**src/rtl/enc_quad_gen_pkg.sv**
```systemverilog
// Shared definitions for the quadrature encoder signal generator.
// Provides FSM state encodings, the {A,B} Gray phase constants and the
// default parameter values used by enc_quad_gen and enc_gen_phase.
package enc_quad_gen_pkg;

  localparam int unsigned DEF_CNT_W      = 24;
  localparam int unsigned DEF_PER_W      = 16;
  localparam int unsigned DEF_MIN_PERIOD = 8;

  typedef enum logic [1:0] {
    IDLE   = 2'd0,
    RUN    = 2'd1,
    FINISH = 2'd2
  } state_e;

  // Phase is {A,B}; forward order is PH_00 -> PH_10 -> PH_11 -> PH_01.
  typedef logic [1:0] phase_t;

  localparam phase_t PH_00 = 2'b00;
  localparam phase_t PH_10 = 2'b10;
  localparam phase_t PH_11 = 2'b11;
  localparam phase_t PH_01 = 2'b01;

endpackage

```
**src/rtl/enc_gen_phase.sv**
```systemverilog
// Single-channel quadrature phase stepper.
// Ports:
//   clk, reset   : clock and synchronous active-high reset
//   step         : advance the phase by one quadrature step this cycle
//   dir          : 1 = forward (A leads B), 0 = reverse
//   phase_nxt_c  : Gray phase that will be registered on this edge
//   enc_a, enc_b : registered quadrature outputs
module enc_gen_phase
  import enc_quad_gen_pkg::*;
(
  input  logic   clk,
  input  logic   reset,
  input  logic   step,
  input  logic   dir,
  output phase_t phase_nxt_c,
  output logic   enc_a,
  output logic   enc_b
);

  phase_t phase;

  // Next Gray phase: exactly one of A/B toggles per step.
  always_comb begin
    phase_nxt_c = phase;
    if (step) begin
      case (phase)
        PH_00:   phase_nxt_c = dir ? PH_10 : PH_01;
        PH_10:   phase_nxt_c = dir ? PH_11 : PH_00;
        PH_11:   phase_nxt_c = dir ? PH_01 : PH_10;
        default: phase_nxt_c = dir ? PH_00 : PH_11;
      endcase
    end
  end

  always_ff @(posedge clk) begin
    if (reset) begin
      phase <= PH_00;
    end else begin
      phase <= phase_nxt_c;
    end
  end

  assign enc_a = phase[1];
  assign enc_b = phase[0];

endmodule

```
**src/rtl/enc_quad_gen.sv**
```systemverilog
// Quadrature encoder signal generator (A/B/index transmit side).
// Accepts signed move commands over valid/ready, emits quadrature steps
// at a clamped period and tracks its own position count.
// Optional feature macro: ENC_GEN_ABORT_EN (enables cmd_abort in RUN).
// Ports:
//   sysclk, reset            : clock, synchronous active-high reset
//   cmd_valid/cmd_ready      : move command handshake
//   cmd_steps, cmd_period    : signed step count, sysclk cycles per step
//   index_cpr                : steps per index revolution (0 = no index)
//   preload_wen, preload_val : load the position counter
//   cmd_abort                : stop current move (only with the macro)
//   enc_a, enc_b, enc_i      : registered quadrature and index outputs
//   busy, done               : move in progress, completion pulse
//   position                 : generated position count
module enc_quad_gen
  import enc_quad_gen_pkg::*;
#(
  parameter int unsigned CNT_W      = DEF_CNT_W,
  parameter int unsigned PER_W      = DEF_PER_W,
  parameter int unsigned MIN_PERIOD = DEF_MIN_PERIOD
) (
  input  logic             sysclk,
  input  logic             reset,
  input  logic             cmd_valid,
  output logic             cmd_ready,
  input  logic [CNT_W-1:0] cmd_steps,
  input  logic [PER_W-1:0] cmd_period,
  input  logic [CNT_W-1:0] index_cpr,
  input  logic             preload_wen,
  input  logic [CNT_W-1:0] preload_val,
  input  logic             cmd_abort,
  output logic             enc_a,
  output logic             enc_b,
  output logic             enc_i,
  output logic             busy,
  output logic             done,
  output logic [CNT_W-1:0] position
);

  state_e           state, state_nxt;
  logic [PER_W-1:0] timer, timer_nxt;
  logic [PER_W-1:0] period_q, period_nxt, period_eff_c;
  logic [CNT_W-1:0] steps_rem, steps_rem_nxt, steps_abs_c;
  logic [CNT_W-1:0] position_nxt;
  logic             dir_q, dir_nxt;
  logic             step_c, abort_c;
  logic             cmd_ready_nxt, busy_nxt, done_nxt, enc_i_nxt;
  phase_t           phase_nxt;

`ifdef ENC_GEN_ABORT_EN
  assign abort_c = cmd_abort;
`else
  logic unused_abort;
  assign unused_abort = cmd_abort;
  assign abort_c      = 1'b0;
`endif

  // Command decode: clamp period, take magnitude of the two's complement count.
  assign period_eff_c = (cmd_period < PER_W'(MIN_PERIOD)) ? PER_W'(MIN_PERIOD) : cmd_period;
  assign steps_abs_c  = cmd_steps[CNT_W-1] ? (~cmd_steps + CNT_W'(1)) : cmd_steps;
  assign step_c       = (state == RUN) && (timer == PER_W'(1));

  enc_gen_phase u_phase (
    .clk         (sysclk),
    .reset       (reset),
    .step        (step_c),
    .dir         (dir_q),
    .phase_nxt_c (phase_nxt),
    .enc_a       (enc_a),
    .enc_b       (enc_b)
  );

  // Next-state, timer and handshake outputs.
  always_comb begin
    state_nxt     = state;
    timer_nxt     = timer;
    period_nxt    = period_q;
    steps_rem_nxt = steps_rem;
    dir_nxt       = dir_q;
    case (state)
      IDLE: begin
        if (cmd_valid && cmd_ready) begin
          period_nxt    = period_eff_c;
          timer_nxt     = period_eff_c;
          steps_rem_nxt = steps_abs_c;
          dir_nxt       = ~cmd_steps[CNT_W-1];
          state_nxt     = (steps_abs_c == '0) ? FINISH : RUN;
        end
      end
      RUN: begin
        if (step_c) begin
          timer_nxt     = period_q;
          steps_rem_nxt = steps_rem - CNT_W'(1);
          if (steps_rem == CNT_W'(1)) state_nxt = FINISH;
        end else begin
          timer_nxt = timer - PER_W'(1);
        end
        // A coincident step is still emitted; only later steps are dropped.
        if (abort_c) state_nxt = FINISH;
      end
      FINISH: begin
        timer_nxt     = '0;
        steps_rem_nxt = '0;
        state_nxt     = IDLE;
      end
      default: state_nxt = IDLE;
    endcase
    // Ready stays low through the done cycle and returns one cycle later.
    cmd_ready_nxt = (state_nxt == IDLE) && (state != FINISH);
    busy_nxt      = (state_nxt == RUN);
    done_nxt      = (state == FINISH);
  end

  // Position update (preload wins over a coincident step) and index compare.
  always_comb begin
    position_nxt = position;
    if (preload_wen) begin
      position_nxt = preload_val;
    end else if (step_c) begin
      position_nxt = dir_q ? (position + CNT_W'(1)) : (position - CNT_W'(1));
    end
    enc_i_nxt = (index_cpr != '0) && (phase_nxt == PH_00) &&
                ((position_nxt % index_cpr) == '0);
  end

  always_ff @(posedge sysclk) begin
    if (reset) begin
      state <= IDLE;
    end else begin
      state <= state_nxt;
    end
  end

  always_ff @(posedge sysclk) begin
    if (reset) begin
      timer     <= '0;
      period_q  <= '0;
      steps_rem <= '0;
      dir_q     <= 1'b1;
      position  <= '0;
      cmd_ready <= 1'b1;
      busy      <= 1'b0;
      done      <= 1'b0;
      enc_i     <= 1'b0;
    end else begin
      timer     <= timer_nxt;
      period_q  <= period_nxt;
      steps_rem <= steps_rem_nxt;
      dir_q     <= dir_nxt;
      position  <= position_nxt;
      cmd_ready <= cmd_ready_nxt;
      busy      <= busy_nxt;
      done      <= done_nxt;
      enc_i     <= enc_i_nxt;
    end
  end

endmodule
```
**config.mk**
```make
export PLATFORM = sky130hd
export DESIGN_NAME = enc_quad_gen
export DESIGN_NICKNAME = d
export VERILOG_FILES = /design/src/rtl/enc_quad_gen_pkg.sv /design/src/rtl/enc_gen_phase.sv /design/src/rtl/enc_quad_gen.sv
export SDC_FILE = /design/constraint.sdc
export NUM_CORES = 1
export LEC_CHECK = 0
export CAP_MARGIN = 20
export CORE_ASPECT_RATIO = 2
export CORE_MARGIN = 2
export CORE_UTILIZATION = 64
export CTS_CLUSTER_DIAMETER = 30
export DETAILED_ROUTE_END_ITERATION = 10
export PLACE_DENSITY_LB_ADDON = 0.25
export SLEW_MARGIN = 40
export SYNTH_ARGS = -nofsm -noshare
export SYNTH_HDL_FRONTEND = slang
export SYNTH_SLANG_ARGS = --single-unit
```
**constraint.sdc**
```tcl
create_clock -name sysclk -period 64.3 [get_ports sysclk]
set_input_delay 9.645 -clock sysclk [delete_from_list [all_inputs] [get_ports sysclk]]
set_output_delay 9.645 -clock sysclk [all_outputs]
set_load 0.01 [all_outputs]
```
Word level (Yosys, flattened, before mapping)

Cells that the tools add are included.

Add/sub/neg operators: 5
Div/mod/pow operators: 1
Magnitude comparators: 1
Equal/unequal tests: 10
Mux-type cells: 22
Bitwise logic cells: 2
Reductions and logical operators: 16

Operators with widths:

| kind                                                         | count |
|---|---|
| 2-to-1 mux 24 bit                                            | 6 |
| one-hot mux 24 bit (3 select lines)                          | 1 |
| adder 24 x 1 -> 24 bit (second input constant)               | 2 |
| zero test 24 bit                                             | 2 |
| 2-to-1 mux 16 bit                                            | 3 |
| one-hot mux 16 bit (3 select lines)                          | 1 |
| subtractor 24 x 1 -> 24 bit (second input constant)          | 2 |
| equality test 24 x 1 -> 1 bit (second input constant)        | 1 |
| modulo 24 x 24 -> 24 bit                                     | 1 |
| NOT 24 bit                                                   | 1 |
| nonzero test 24 bit                                          | 1 |
| 2-to-1 mux 2 bit                                             | 9 |
| equality test 16 x 1 -> 1 bit (second input constant)        | 1 |
| less-than comparator 16 x 4 -> 1 bit (second input constant) | 1 |
| subtractor 16 x 1 -> 16 bit (second input constant)          | 1 |
| zero test 2 bit                                              | 4 |
| equality test 2 bit (second input constant)                  | 3 |
| inequality test 2 bit (second input constant)                | 3 |
| one-hot mux 2 bit (3 select lines)                           | 1 |
| logical AND 1 bit                                            | 5 |
| equality test 2 x 1 -> 1 bit (second input constant)         | 2 |
| one-hot mux 2 bit (2 select lines)                           | 1 |
| AND reduction 2 bit                                          | 2 |
| AND reduction 3 bit                                          | 1 |
| 2 further kinds                                              | 2 |

Flip-flop bits (word level): 89
Output and inout bits: 30
Logic and storage cells: 68

Logic depth before layout (Yosys ltp)

Depth in word-level cells: 9
Depth in mapped cells: 249
Depth with buffers taken out: 232

Modules after synthesis

A second synthesis with hierarchy kept.

Cells, all modules: 3558
Area, all modules: 24205.7 um2

Modules (own cells, without submodules):

| module        | instances | cells each | area an instance (um2) | sequential area each (um2) |
|---|---|---|---|---|
| enc_quad_gen  | 1         | 3547       | 24091.9                | 1741.7 |
| enc_gen_phase | 1         | 11         | 113.9                  | 40.0 |

Worst setup path after synthesis

No wires, ideal clock.

Kind: input-to-reg
From: input port preload_wen
To: register enc_i
Data arrival time: 56.243 ns
Path slack: 7.961 ns
Stages: 223
Cells stage by stage: clkbuf_1 clkbuf_1 clkbuf_1 nor2_1 nor2_1 ha_1 o21ai_0 nand3_1 mux2i_1 nor2_1 ha_1 o21a_1 o21ai_0 nor2_1 o31ai_1 ha_1 nor2_1 a211o_1 (+187 left out) clkbuf_1 o21ai_0 fa_1 a211oi_1 o21ai_0 a31oi_1 nor2_1 o31ai_1 a21boi_0 o221ai_1 a21oi_1 or4b_1 a2bb2oi_1 and4_1 nor4b_1 o311a_1 o2111ai_1 o41ai_2

Cells in the longest elaborated chain, start to end: 4

RTL lines:

| item                     | RTL line            | RTL |
|---|---|---|
| start: declaration       | enc_quad_gen.sv:29  | `input logic preload_wen,` |
| 2-to-1 mux 24 bit        | enc_quad_gen.sv:117 | `if (preload_wen) begin` |
| net position_nxt[23]     | enc_quad_gen.sv:44  | `logic [CNT_W-1:0] position_nxt;` |
| modulo 24 x 24 -> 24 bit | enc_quad_gen.sv:123 | `((position_nxt % index_cpr) == '0);` |
| zero test 24 bit         | enc_quad_gen.sv:123 |  |
| logical AND 1 bit        | enc_quad_gen.sv:122 | `enc_i_nxt = (index_cpr != '0) && (phase_nxt == PH_00) &&` |
| end signal: assignment   | enc_quad_gen.sv:154 | `enc_i <= enc_i_nxt;` |
| end: declaration         | enc_quad_gen.sv:34  | `output logic enc_i,` |

The timed path passes the listed nets, and every way through them passes these cells.
A chain may end at the register's enable or synchronous reset.

Worst setup path after layout

From: input port index_cpr[12]
To: register enc_i

Cells in the longest elaborated chain, start to end: 3
Elaborated cells on any way between the ends: 5
Those cells by class: div (1); reduce/logical (4)

RTL lines:

| item                                                                   | RTL line                                 | RTL |
|---|---|---|
| start: declaration                                                     | enc_quad_gen.sv:28                       | `input logic [CNT_W-1:0] index_cpr,` |
| modulo 24 x 24 -> 24 bit / nonzero test 24 bit (equally long branches) | enc_quad_gen.sv:123, enc_quad_gen.sv:122 |  |
| zero test 24 bit / logical AND 1 bit (equally long branches)           | enc_quad_gen.sv:123, enc_quad_gen.sv:122 |  |
| logical AND 1 bit (*)                                                  | enc_quad_gen.sv:122                      |  |

Mark *: on every way between the ends. The rest lies on a longest branch, timed or not.

==> metrics.cfg <==
[status]
outcome = finished, final reports clean

[logic_synthesis]
synth_cell_types = 104
seq_area_frac_synth = 0.0732
yosysTopAreaCell = ha_1
yosys_warnings = 0
syn-instance-count = 3592
synthTopCellsByArea = ha_1 17%, dfxtp_1 7.3%, a21oi_1 6.5%
yosysMostFrequentCell = nand2_1
synth_area_mm2 = 0.0243
yosys_register_bits = 89
synth.avg_cell_area_um2 = 6.78
synth_nets = 4020
synth-main-ff-cell = dfxtp_1
synth_edf_count = 0
async_flop_share = 0
ys_top_cells_by_count = 423 x nand2_1, 382 x nor2_1, 333 x ha_1
yosys.area.top_type_share = 0.171

[floorplan]
fp.coreArea_mm2 = 0.0378
start_util = 0.644
dieArea_mm2 = 0.0397
core.rowCount = 101
pin_count = 123
fp.dieW_um = 142
die_y_um = 280

[worst_setup_path]
end_kind = flip-flop
reg2reg_depth = 223
arrival_ps = 62740
critPathRequiredTime_ps = 64600
cp-start-kind = primary input
critPathSlowestCell = xnor2_1
crit_path_frequent_cell = ha_1
cp_max_fo = 22
slowest_delay_ps = 780
cp_top_family = compound AO/OA/AOI/OAI gates
path_depth = 216
crit_buf_inv = 17
path_class = in2reg

[routing]
drc_errors = 0
drt_pass1_iterations = 9
drtIter0Drc = 3204
ant_nets = 0
vias = 32200
avgRoutedWirePerCell_um = 23.0
via_per_inst = 7.06
routed_wl_um = 105000

[clocking]
tritoncts = built
cts.sinks = 89
clk_pin_slew_worst_paths_ps = 80
htreeDepth = 3
clock-root-buffer = clkbuf_16
cts_made_buffers = 9
clk-insertion-delay-late_ps = 380
cts_buffer_depth = 2

[grt]
grt_pass1_vias = 32500
busiest_layer = met2
grt_max_degree = 80
grt_pass1_wl_um = 164000
grt.overflow.total = 0
use_met2 = 0.842
grt_usage = 0.518
use_met1 = 0.473
antenna_found_initial = 4
grt_use_met3 = 0.198

[pwr]
power.density_mw_per_mm2 = 17.7
fin_total_pwr_uw = 528
p_leak_nw = 13.8
ir_drop_mv = 0.0185

[min_path]
min_path_type = reg2reg
worstHoldPathCells = 2

[place]
place_hpwl_um = 79200
place.gp.congestion = 1.07
io_buffer_count = 121
placed_area_mm2 = 0.0293
place_inst = 4535

[finish]
fillCellCount = 2911
drive_gt1_frac = 0.159
layout.cells.non_filler = 4557
nNetsFinal = 4514
stdcell_area_mm2 = 0.0299
area_growth_syn_to_layout_pct = 22.7

[timing]
slew_headroom = 0.359
skew_ps = 11.8
finalMaxSlewViolations = 0
fin_crit_sh = 0.971
worstMarginPinSlew_ps = 955
finalHoldViolations = 0
hold_slack_ps = 465
max_freq_mhz = 16.0
fin_setup_tns_ps = 0
setup_viol_count_final = 0
timing.final.crit_period_ps = 62430

[flow_run]
drv_cap = 0

-- registers in the layout (all words and copies together), names as in the netlist --
| register | cells |
|---|---|
| busy | 1 |
| position | 24 |
| steps_rem | 24 |
| u_phase.phase | 2 |
| period_q | 16 |
| dir_q | 1 |
| done | 1 |
| cmd_ready | 1 |
| enc_i | 1 |
| state | 2 |
| timer | 16 |
-- routing by layer --
layer,vias up,share of wire
li1,14400,-
met1,14700,0.31
met2,2095,0.46
met3,932,0.10
met4,6,0.13
met5,-,0.00072
-- cells in the final DEF (no fill, tap or decap), types with 26 or more instances in the layout --
master | netlist | final
nand4_1 | 53 | 53
a21o_1 | 95 | 93
a31oi_1 | 40 | 39
dfxtp_1 | 89 | 89
a21oi_1 | 318 | 315
xor2_1 | 107 | 107
xnor2_1 | 130 | 130
nand2_1 | 423 | 420
ha_1 | 333 | 333
buf_4 | 1 | 479
o31ai_1 | 34 | 32
inv_1 | 146 | 142
o221ai_1 | 27 | 26
nor4_1 | 36 | 36
o21ai_0 | 238 | 235
nand2b_1 | 33 | 33
or3_1 | 52 | 52
o21a_1 | 92 | 92
or2_2 | 27 | 26
nor2b_1 | 29 | 29
nand3_1 | 106 | 105
and2_1 | 30 | 30
a211oi_1 | 35 | 30
nor2_1 | 382 | 381
o211ai_1 | 57 | 57
clkdlybuf4s50_1 | 0 | 119
nor3_1 | 108 | 106
and3_1 | 41 | 39
-- worst paths after layout --
check / from / endpoint / slack, ps
hold reg to reg: period_q[10] / period_q[10] / 460
setup / recovery: index_cpr[12] / enc_i / 1870
setup reg to reg: dir_q / enc_i / 9310
hold / removal: period_q[10] / period_q[10] / 460
-- power breakdown --
group	switching (mW)	internal, mW
Combinational	0.223	0.179
Sequential	0.00671	0.0600
Clock	0.0276	0.0314
-- what timing repair did --
| item | in CTS | in global routing |
|---|---|---|
| setup buffers | 0 | 2 |
| setup endpoints to repair | 0 | 1 |
| hold buffers | 0 | 0 |
| hold endpoints to repair | 0 | 0 |
| resized for setup | 0 | 29 |
-- cell type report --
cell class                      instances  area, um^2  share of cell area
Antenna cell                            3        7.51            0.000251
Inverter                              147         552              0.0185
Tap cell                              463         579              0.0194
Multi-Input combinational cell       3234       21700               0.728
Timing Repair Buffer                  605        4880               0.163
Clock inverter                          7        95.1             0.00318
Clock buffer                            9         225             0.00754
Sequential cell                        89        1780              0.0596
-- worst register-to-register path: cells and delay by family (launching register included) --
| family | cells | cell delay (ps) |
|---|---|---|
| AOI/OAI and AO/OA | 106 | 24740 |
| and+or+nand+nor | 66 | 15230 |
| adders and majority gates | 25 | 8010 |
| buffers and inverters | 16 | 3030 |
| muxes | 6 | 1980 |
| xor gates and xnor gates | 4 | 1290 |
| DFF | 1 | 570 |
-- cells by family (layout without fill, tap and decap cells) --
logic type               count (synthesis)  after routing  share of synthesized area
flip-flops                              89             89                     0.0732
buffers and inverters                  269            768                     0.0422
AO/OA/AOI/OAI                         1216           1216                      0.331
adder cells (fa/ha/maj)                335            335                      0.173
other                                    0              3                          0
multiplexers                            49             49                     0.0214
XOR/XNOR                               237            237                     0.0853
AND/OR/NAND/NOR                       1397           1397                      0.274
-- metrics by stage --
step | setup slack [ps] | util
global placement | 2700 | 0.776
floorplan | 7960 | -
global route | -161 | 0.790
CTS | 1750 | 0.785
detailed placement | 1620 | 0.776
finish | 1870 | 0.791
(Power assumes the default switching activity.)
